$ cat src/rtl/mem_access_ctrl.sv
// MEM-stage controller: one 32-bit load/store as two 16-bit SRAM halfword
// phases with programmable wait states; freezes the pipeline until done.
module mem_access_ctrl #(
   parameter int ADDRESS_LEN   = 32,
   parameter int REGISTER_LEN  = 32,
   parameter int SRAM_ADDR_LEN = 18,
   parameter int BASE_ADDR     = 1024,
   parameter int WAIT_CYCLES   = 1
) (
   input  logic                     clk,
   input  logic                     rst,
   input  logic                     mem_r_en,
   input  logic                     mem_w_en,
   input  logic [ADDRESS_LEN-1:0]   address,
   input  logic [REGISTER_LEN-1:0]  wr_data,
   output logic [REGISTER_LEN-1:0]  rd_data,
   output logic                     ready,
   output logic                     freeze,
   output logic [SRAM_ADDR_LEN-1:0] sram_addr,
   output logic [15:0]              sram_dq_out,
   output logic                     sram_dq_oe,
   input  logic [15:0]              sram_dq_in,
   output logic                     sram_we_n
);

   localparam int WAIT_W   = (WAIT_CYCLES > 0) ? $clog2(WAIT_CYCLES + 1) : 1;
   localparam int WORD_LEN = SRAM_ADDR_LEN - 1;

   typedef enum logic [2:0] {
      IDLE,
      RD_LO,
      RD_HI,
      WR_LO,
      WR_HI,
      DONE
   } state_t;

   state_t                   state_q, state_d;
   logic [WAIT_W-1:0]        wait_q, wait_d;
   logic [WORD_LEN-1:0]      word_q, word_d;
   logic [15:0]              wdata_hi_q, wdata_hi_d;
   logic [15:0]              buf_lo_q, buf_lo_d;
   logic [REGISTER_LEN-1:0]  rd_data_q, rd_data_d;
   logic                     ready_q, ready_d;
   logic [SRAM_ADDR_LEN-1:0] sram_addr_q, sram_addr_d;
   logic [15:0]              sram_dq_out_q, sram_dq_out_d;
   logic                     sram_dq_oe_q, sram_dq_oe_d;
   logic                     sram_we_n_q, sram_we_n_d;

   logic [ADDRESS_LEN-1:0]   off;
   logic [WORD_LEN-1:0]      req_word;
   logic                     phase_end;
   logic                     unused_addr_bits;

   // Byte offset from the SRAM window; byte-in-word bits and bits above the
   // SRAM range are dropped, so addresses wrap around the SRAM.
   always_comb begin
      off              = address - ADDRESS_LEN'(BASE_ADDR);
      req_word         = off[SRAM_ADDR_LEN:2];
      unused_addr_bits = ^{off[ADDRESS_LEN-1:SRAM_ADDR_LEN+1], off[1:0]};
      phase_end        = (wait_q == WAIT_W'(WAIT_CYCLES));
   end

   always_ff @(posedge clk or posedge rst) begin
      if (rst) begin
         state_q       <= IDLE;
         wait_q        <= '0;
         word_q        <= '0;
         wdata_hi_q    <= '0;
         buf_lo_q      <= '0;
         rd_data_q     <= '0;
         ready_q       <= 1'b0;
         sram_addr_q   <= '0;
         sram_dq_out_q <= '0;
         sram_dq_oe_q  <= 1'b0;
         sram_we_n_q   <= 1'b1;
      end else begin
         state_q       <= state_d;
         wait_q        <= wait_d;
         word_q        <= word_d;
         wdata_hi_q    <= wdata_hi_d;
         buf_lo_q      <= buf_lo_d;
         rd_data_q     <= rd_data_d;
         ready_q       <= ready_d;
         sram_addr_q   <= sram_addr_d;
         sram_dq_out_q <= sram_dq_out_d;
         sram_dq_oe_q  <= sram_dq_oe_d;
         sram_we_n_q   <= sram_we_n_d;
      end
   end

   // SRAM pins are registered, so each phase's values are loaded on the edge
   // that enters the phase rather than decoded from the current state.
   always_comb begin
      state_d       = state_q;
      wait_d        = wait_q;
      word_d        = word_q;
      wdata_hi_d    = wdata_hi_q;
      buf_lo_d      = buf_lo_q;
      rd_data_d     = rd_data_q;
      ready_d       = 1'b0;
      sram_addr_d   = sram_addr_q;
      sram_dq_out_d = sram_dq_out_q;
      sram_dq_oe_d  = sram_dq_oe_q;
      sram_we_n_d   = sram_we_n_q;

      unique case (state_q)
         IDLE: begin
            wait_d       = '0;
            sram_we_n_d  = 1'b1;
            sram_dq_oe_d = 1'b0;
            if (mem_r_en) begin
               state_d     = RD_LO;
               word_d      = req_word;
               sram_addr_d = {req_word, 1'b0};
            end else if (mem_w_en) begin
               state_d       = WR_LO;
               word_d        = req_word;
               wdata_hi_d    = wr_data[31:16];
               sram_addr_d   = {req_word, 1'b0};
               sram_dq_out_d = wr_data[15:0];
               sram_we_n_d   = 1'b0;
               sram_dq_oe_d  = 1'b1;
            end
         end
         RD_LO: begin
            if (phase_end) begin
               state_d     = RD_HI;
               wait_d      = '0;
               buf_lo_d    = sram_dq_in;
               sram_addr_d = {word_q, 1'b1};
            end else begin
               wait_d = wait_q + WAIT_W'(1);
            end
         end
         RD_HI: begin
            if (phase_end) begin
               state_d   = DONE;
               wait_d    = '0;
               rd_data_d = REGISTER_LEN'({sram_dq_in, buf_lo_q});
               ready_d   = 1'b1;
            end else begin
               wait_d = wait_q + WAIT_W'(1);
            end
         end
         WR_LO: begin
            if (phase_end) begin
               state_d       = WR_HI;
               wait_d        = '0;
               sram_addr_d   = {word_q, 1'b1};
               sram_dq_out_d = wdata_hi_q;
            end else begin
               wait_d = wait_q + WAIT_W'(1);
            end
         end
         WR_HI: begin
            if (phase_end) begin
               state_d      = DONE;
               wait_d       = '0;
               sram_we_n_d  = 1'b1;
               sram_dq_oe_d = 1'b0;
               ready_d      = 1'b1;
            end else begin
               wait_d = wait_q + WAIT_W'(1);
            end
         end
         DONE: begin
            state_d = IDLE;
         end
         default: begin
            state_d = IDLE;
         end
      endcase
   end

   always_comb begin
      rd_data     = rd_data_q;
      ready       = ready_q;
      freeze      = (mem_r_en | mem_w_en) & ~ready_q;
      sram_addr   = sram_addr_q;
      sram_dq_out = sram_dq_out_q;
      sram_dq_oe  = sram_dq_oe_q;
      sram_we_n   = sram_we_n_q;
   end

endmodule

$ cat config.mk
export PLATFORM = sky130hd
export DESIGN_NAME = mem_access_ctrl
export DESIGN_NICKNAME = d
export VERILOG_FILES = /design/src/rtl/mem_access_ctrl.sv
export SDC_FILE = /design/constraint.sdc
export NUM_CORES = 1
export LEC_CHECK = 0
export ABC_AREA = 1
export BUFFER_PORTS_ARGS = -buffer_cell sky130_fd_sc_hd__buf_4
export CAP_MARGIN = 10
export CORE_MARGIN = 4
export CORE_UTILIZATION = 45
export DETAILED_ROUTE_END_ITERATION = 10
export PLACE_DENSITY = 0.7
export SLEW_MARGIN = 20
export SYNTH_ARGS = -nofsm -noshare
export SYNTH_HDL_FRONTEND = slang
export SYNTH_SLANG_ARGS = --single-unit
$ cat constraint.sdc
create_clock -name clk -period 4.67 [get_ports clk]
set_clock_uncertainty 0.15 [all_clocks]
set_input_delay 0.467 -clock clk [delete_from_list [all_inputs] [get_ports clk]]
set_output_delay 0.467 -clock clk [all_outputs]
set_load 0.1 [all_outputs]
# --- After elaboration in Yosys (flattened, before gate mapping) ---
# Index checks and enable logic that the tools add are counted.
op_classes:
  muxes: 28
  n_bitwise: 4
  n_addsub: 2
  reduce_logical: 17
  n_eq_ne: 12
op_table:
  columns: ["operator", "n"]
  rows:
  - ["$mux W18", 3]
  - ["$mux W16", 3]
  - ["$pmux W18 S2", 1]
  - ["$mux W17", 2]
  - ["$pmux W16 S2", 1]
  - ["$sub A19 B11 Y19 const B", 1]
  - ["$mux W3", 5]
  - ["$pmux W3 S4", 1]
  - ["$ne A2 B2 Y1 const B", 5]
  - ["$reduce_bool A2 Y1", 5]
  - ["$mux W1", 9]
  - ["$reduce_and A2 Y1", 4]
  - ["$reduce_and A4 Y1", 2]
  - ["$eq A3 B2 Y1 const B", 2]
  - ["$pmux W1 S2", 3]
  - ["$reduce_and A3 Y1", 2]
  - ["$ne A2 B1 Y1 const B", 2]
  - ["$reduce_or A2 Y1", 2]
  - ["$reduce_or A4 Y1", 1]
  - ["$eq A3 B1 Y1 const B", 1]
  - ["$eq A3 B3 Y1 const B", 1]
  - ["$logic_not A3 Y1", 1]
  - ["$ne A3 B3 Y1 const B", 1]
  - ["$not A1 Y1", 2]
  - ["3 further kinds", 3]
totals:
  ff_bits: 122
  input_bits: 84

# --- Depth between registers and ports, before layout ---
# Gate-level depths: netlist of the first run.
logic_depth:
  ltp_word: 4
  mapped_depth: 10

# --- Least setup slack after synthesis of the first run ---
# No wires, ideal clock.
synth_timing:
  path_type: "reg-to-output"
  from: "register ready_q (netlist: ready)"
  to: "output freeze"
  arrival_ns: 2.144
  n_path_buf: 0
  path_slack_ns: 1.909
  stages_incl_launch_ff: 2
  required_ns: 4.053
  cell_sequence: "dfrtp_1 nor2_1"
synth_via:
  elab_chain_cells: 2
synth_rtl:
  columns: ["element", "line", "text"]
  rows:
  - ["start, declared", "44", "logic ready_q, ready_d;"]
  - ["start signal, assigned", "84", "ready_q <= ready_d;"]
  - ["$not A1 Y1", "179", "freeze = (mem_r_en | mem_w_en) & ~ready_q;"]
  - ["$and A1 B1 Y1", "179", null]
  - ["end, declared", "18", "output logic freeze,"]
# Every way passes these cells.

# --- Worst setup path in the final report of the first run ---
layout_timing:
  from: "register state_q[2]"
  to: "register sram_dq_out_q[13] (netlist: sram_dq_out[13])"
layout_via:
  elab_chain_cells: 3
  word_cells_on_any_way: 8
layout_rtl:
  columns: ["element", "line", "text"]
  rows:
  - ["start, declared", "38", "state_t state_q, state_d;"]
  - ["start signal, assigned", "78", "state_q <= state_d;"]
  - ["$eq A3 B2 Y1 / $logic_not A3 Y1 (equally long branches)", "107", "unique case (state_q)"]
  - ["$ne A2 B2 Y1 (no line) / $reduce_bool A2 Y1 (equally long branches)", null, null]
  - ["$reduce_and A4 Y1 (no line)", null, null]
  - ["end signal, assigned", "86", "sram_dq_out_q <= sram_dq_out_d;"]
  - ["end, declared", "46", "logic [15:0] sram_dq_out_q, sram_dq_out_d;"]
# Several ways; a longest one is shown, not always the timed one.
# A chain may end at the register's enable or synchronous reset.

==> summary.md, run 1 <==
| Metric | Value |
|---|---|
| Cells after Synth | `659` |
| Final WL | `12.8 mm` |
| Via count | `4603` |
| DIE AREA | `13800 µm²` |
| Delay-heaviest family, CP | `simple AND/OR/NAND/NOR gates` |
| Crit Path Category | `reg -> reg` |
| Row cnt | `39` |
| Starting DRC count in detailed routing | `360` |
| CTS Buf Count | `17` |
| Max-slew violations | `0` |
| Setup TNS | `0 ns` |
| Final hold violations | `0` |
| Starting density of the core | `0.466` |
| Dpl ws | `1.73 ns` |
| TritonCTS clock tree | `built` |
| Routed len/inst | `13.5 µm` |
| Die extent in y | `117 µm` |
| Reg area | `3050 µm²` |
| CP Capture Type | `flip-flop` |
| Final worst slack | `1.82 ns` |
| Vias/cell | `4.87` |
| Fmax | `351 MHz` |
| FF-to-FF Start | `state_q[2]` |
| RSZ-0062 raised after global routing | `false` |
| Worst EP required | `4.81 ns` |
| Fillers | `1030` |
| Worst min path class | `in -> reg` |
| Area leader, netlist | `dfrtp_1` |
| Area share of the largest cell type after synthesis | `0.562` |
| Period utilization | `0.610` |
| I/O Buffers | `138` |
| Utilization after layout | `0.622` |
| Crit path DAT | `2.99 ns` |
| Worst Path Buf+Inv | `0` |
| Worst Setup SP | `state_q[2]` |
| Vias in the first global route | `4622` |
| Die width | `117 µm` |
| Syn_nets | `744` |
| Worst-Margin Slew | `0.890 ns` |
| Clock root cell | `clkbuf_16` |
| IO Pins | `154` |
| Core area | `11600 µm²` |
| Clock buffer depth | `2` |
| Worst-path maximum fanout | `26` |
| Yosys cell types | `23` |
| First-pass DRT Iterations | `5` |
| Post-synthesis average cell area | `8.17 µm²` |
| GPL Wtd Cong | `0.826` |
| CP max stage cell | `nor2_2` |
| Layout cell share with drive strength beyond 1 | `0.242` |
| Ant. Diodes | `0` |
| Top post-synthesis cells by area | `dfrtp_1 56%, nand2_1 15%, o21ai_0 6.4%, inv_1 5.6%, nand3_1 4.0%` |
| #FFs+latches synth | `122` |
| CTS clock-pin slew for the worst setup and hold paths | `0.05 ns` |
| GRT Total Usage | `0.195` |
| Syn. warnings | `0` |
| CTS resizes | `0` |
| DP HPWL | `8.63 mm` |
| Final #Nets | `874` |
| Crit-path max cell delay | `0.73 ns` |
| # setup viols final | `0` |
| Worst-skew pair later-pin latency | `0.41 ns` |
| Max Cap Viol | `0` |
| Most frequent cells in the layout | `222 x nand2_1, 140 x buf_4, 121 x dfrtp_1` |
| # DRC | `0` |
| Initial antenna violation count | `0` |
| H-tree depth | `4` |
| Area Overhead vs Synth | `33.6%` |
| Antenna viol nets, final | `0` |
| GRT overflow | `0` |
| Critical-path cell list | `nor2_2, nand2_2, nand2_2, nand2_4, nand2_1, nand2_1` |
| Min-Delay Startpoint | `address[4]` |
| Most common cell after layout, fill and taps aside | `nand2_1` |
| Crit start category | `flip-flop` |
| Cell Area, Synth | `5390 µm²` |
| Min Tclk post-route | `2.85 ns` |
| Status | `finished clean` |
| Sequential area share after synthesis | `0.567` |
| Area occupied by multi-input gates | `1870 µm²` |
| Clk sinks | `122` |
| First-pass GRT wire length | `22.1 mm` |
| Largest net degree at the start of global routing | `66` |
| Slew HR | `0.406` |
==> cells by family after synthesis <==
| group | Yosys count | share of synthesized area |
|---|---|---|
| simple gates | 310 | 0.237 |
| flops | 122 | 0.567 |
| buf+inv | 116 | 0.0906 |
| compound gates | 109 | 0.102 |
| xor+xnor | 1 | 0.00163 |
| fa+ha+maj | 1 | 0.00232 |
==> Yosys cell counts <==
| cell | n |
|---|---|
| nand2_2 | 3 |
| a21oi_1 | 11 |
| xor2_1 | 1 |
| ha_1 | 1 |
| nand3_1 | 43 |
| inv_2 | 6 |
| nand4_1 | 1 |
| nor2_2 | 4 |
| nor2_8 | 1 |
| dfstp_2 | 1 |
| nor2_1 | 33 |
| nand3_2 | 2 |
| o21a_1 | 1 |
| dfrtp_1 | 121 |
| nand2_1 | 222 |
| buf_4 | 6 |
| buf_6 | 1 |
| o21ai_1 | 28 |
| nand2_4 | 1 |
| buf_2 | 18 |
| clkbuf_1 | 5 |
| inv_1 | 80 |
| o21ai_0 | 69 |
==> layout make-up <==
type	count	area share
inverter	86	0.0452
multi-input combinational	421	0.260
clock buffer	20	0.0649
timing repair buffer	141	0.147
tap	143	0.0249
clock inverter	12	0.0336
sequential	122	0.424
==> state kept, by name, summed over array words and instances, names as in the netlist, 3 cells and up <==
register     cells
state_q          3
sram_addr       18
sram_dq_out     16
rd_data         32
buf_lo_q        16
word_q          17
wdata_hi_q      16
==> path summary, 6_finish.rpt <==
kind | to | slack (ns) | cells after the start
max | sram_dq_out[13] | 1.82 | 6
min | word_q[2] | 0.13 | 3
max reg2reg | sram_dq_out[13] | 1.82 | 6
min reg2reg | sram_dq_out[2] | 0.32 | 2
max in group asynchronous | sram_dq_out[1] | 2.88 | 4
min in group asynchronous | word_q[3] | 0.54 | 3
==> worst reg2reg max path, stage by stage, from the launching register on <==
cell,delay [ns]
dfrtp_1,0.44
nor2_2,0.73
nand2_2,0.53
nand2_2,0.50
nand2_4,0.21
nand2_1,0.12
nand2_1,0.06
==> routing by layer <==
| metal | routed length [µm] | up-vias | share of wire | track usage |
|---|---|---|---|---|
| met5 | 0 | - | 0 | 0 |
| met4 | 171 | 0 | 0.013 | 0.0755 |
| met3 | 789 | 14 | 0.062 | 0.0611 |
| met2 | 6240 | 126 | 0.49 | 0.315 |
| met1 | 5590 | 2148 | 0.44 | 0.247 |
| li1 | - | 2315 | - | - |
==> timing repair <==
item / in CTS / in global routing
hold buffers: 1 / 0
hold endpoints to repair: 32 / 0
setup buffers: 0 / 0
==> stage by stage <==
step	hold slack (ns)	area, µm²	instances
3_5_place_dp	0.310	6460	912
4_1_cts	0.116	7180	945
3_3_place_gp	0.307	6460	912
5_1_grt	0.141	7200	945
2_1_floorplan	0.300	5390	659
6_report	0.131	7200	945
Power of run 1 is not shown: default switching activity piles up to over one toggle a cycle in this logic, so the estimate is an artifact.
==> inputs of run 2 (changes only) <==
==> constraint.sdc (replaced) <==
create_clock -name clk -period 2.68 [get_ports clk]
set_clock_uncertainty 0.15 [all_clocks]
set_input_delay 0.268 -clock clk [delete_from_list [all_inputs] [get_ports clk]]
set_output_delay 0.268 -clock clk [all_outputs]
set_load 0.1 [all_outputs]
==> summary.md, run 2 (synthesis results as in run 1) <==
| Metric | Value |
|---|---|
| CTS Buf Count | `17 (unchanged)` |
| Design Area, Final | `7530 µm² (was 7200 µm²)` |
| Die extent in y | `117 µm (unchanged)` |
| Vias/cell | `4.79 (was 4.87)` |
| Fmax | `449 MHz (was 351 MHz)` |
| Most frequent cells in the layout | `222 x nand2_1, 144 x buf_4, 121 x dfrtp_1 (was 222 x nand2_1, 140 x buf_4, 121 x dfrtp_1)` |
| Met2 wire length | `6.35 mm (was 6.24 mm)` |
| Clock buffer depth | `2 (unchanged)` |
| Worst-Margin Slew | `0.650 ns (was 0.890 ns)` |
| Crit Path Category | `reg -> reg (unchanged)` |
| CTS resizes | `0 (unchanged)` |
| GRT overflow | `0 (unchanged)` |
| DP HPWL | `8.61 mm (was 8.63 mm)` |
| Worst EP required | `2.82 ns (was 4.81 ns)` |
| Status | `finished clean (unchanged)` |
| Cts hold-fix bufs | `38 (was 1)` |
| DRT met1 WL | `5.89 mm (was 5.59 mm)` |
| Max-slew violations | `0 (unchanged)` |
| # DRC | `0 (unchanged)` |
| First-pass DRT Iterations | `7 (was 5)` |
| I/O Buffers | `138 (unchanged)` |
| CP Capture Type | `flip-flop (unchanged)` |
| Min Tclk post-route | `2.23 ns (was 2.85 ns)` |
| First-pass GRT wire length | `22.7 mm (was 22.1 mm)` |
| Row cnt | `39 (unchanged)` |
| Starting DRC count in detailed routing | `369 (was 360)` |
| Routed length on met3 | `759 µm (was 789 µm)` |
| Most common cell after layout, fill and taps aside | `nand2_1 (unchanged)` |
| Worst min path class | `in -> reg (unchanged)` |
| Core area | `11600 µm² (unchanged)` |
| Final hold violations | `0 (unchanged)` |
| Clock root cell | `clkbuf_16 (unchanged)` |
| Flop-to-flop setup slack | `0.45 ns (was 1.82 ns)` |
| Placed Instance Area | `6510 µm² (was 6460 µm²)` |
| Crit path DAT | `2.37 ns (was 2.99 ns)` |
| Largest net degree at the start of global routing | `123 (was 66)` |
| Area Overhead vs Synth | `39.9% (was 33.6%)` |
| DR top layer | `met4 (unchanged)` |
| Starting density of the core | `0.466 (unchanged)` |
| Vias in the first global route | `4661 (was 4622)` |
| Utilization after layout | `0.651 (was 0.622)` |
| Routed len/inst | `13.3 µm (was 13.5 µm)` |
| H-tree depth | `4 (unchanged)` |
| Crit start category | `flip-flop (unchanged)` |
| # setup viols final | `0 (unchanged)` |
| CTS clock-pin slew for the worst setup and hold paths | `0.05 ns (about the same)` |
| GRT Total Usage | `0.199 (was 0.195)` |
| Slew HR | `0.567 (was 0.406)` |
| RSZ-0062 raised after global routing | `false (unchanged)` |
| Setup bufs post-CTS | `0 (unchanged)` |
| Worst hold slack | `0.0124 ns (was 0.131 ns)` |
| TritonCTS clock tree | `built (unchanged)` |
| Clk sinks | `122 (unchanged)` |
| DIE AREA | `13800 µm² (unchanged)` |
| Via count | `4731 (was 4603)` |
| Antenna viol nets, final | `0 (unchanged)` |
| Max FFs per register | `32 (unchanged)` |
| Worst-path maximum fanout | `26 (unchanged)` |
| Final WL | `13.1 mm (was 12.8 mm)` |
| Setup TNS | `0 ns (unchanged)` |
| Max Cap Viol | `0 (unchanged)` |
| GPL Wtd Cong | `0.841 (was 0.826)` |
| Initial antenna violation count | `0 (unchanged)` |
| Final #Nets | `916 (was 874)` |
| Layout cell share with drive strength beyond 1 | `0.232 (was 0.242)` |
| Die width | `117 µm (unchanged)` |
| Ant. Diodes | `0 (unchanged)` |
| Worst-skew pair later-pin latency | `0.41 ns (about the same)` |
| Period utilization | `0.832 (was 0.610)` |
| IO Pins | `154 (unchanged)` |
==> run 2: cell count changes in the layout (fill, tap and decap cells not counted), moves of 2 or more <==
cell,before,now
dlygate4sd3_1,1,38
buf_4,140,144
clkbuf_1,0,2
bufinv_16,7,5
clkbuf_8,3,1
==> run 2: final cells by class <==
type / instances / area, µm²
sequential: 122 / 3050
multi-input combinational: 421 / 1850
fill: 934 / 4030
timing repair buffer: 183 / 1480
tap: 143 / 179
clock buffer: 20 / 447
clock inverter: 12 / 195
inverter: 86 / 327
==> run 2: final timing paths <==
| kind | from | endpoint | cells past startpoint |
|---|---|---|---|
| min in group asynchronous | rst | sram_addr[3] | 4 |
| setup reg to reg | state_q[2] | sram_dq_out[8] | 7 |
| setup / recovery | state_q[2] | sram_dq_out[8] | 7 |
| hold / removal | wr_data[16] | wdata_hi_q[0] | 3 |
| max in group asynchronous | rst | sram_dq_out[1] | 4 |
| hold reg to reg | sram_dq_out[9] | sram_dq_out[9] | 2 |
==> run 2: critical path: stages (launching register included) <==
cell and delay [ns]:
dfrtp_1 0.46, nor2_2 0.21, buf_4 0.20, nand2_2 0.28
nand2_2 0.43, nand2_4 0.20, nand2_1 0.11, nand2_1 0.05
==> run 2: per-stage QoR <==
step	instances	worst slack [ns]
after floorplan	659	0.118
after global placement	917	0.527
after detailed placement	917	0.457
after CTS	987	0.451
after global routing	987	0.259
final	987	0.451
==> run 2: per-layer routing <==
| layer | global-route usage | up-vias |
|---|---|---|
| met3 | 0.0568 | 13 |
| li1 | - | 2391 |
| met2 | 0.324 | 149 |
| met5 | 0 | - |
| met1 | 0.260 | 2178 |
| met4 | 0.0616 | 0 |
Power of run 2 is left out for the same reason.
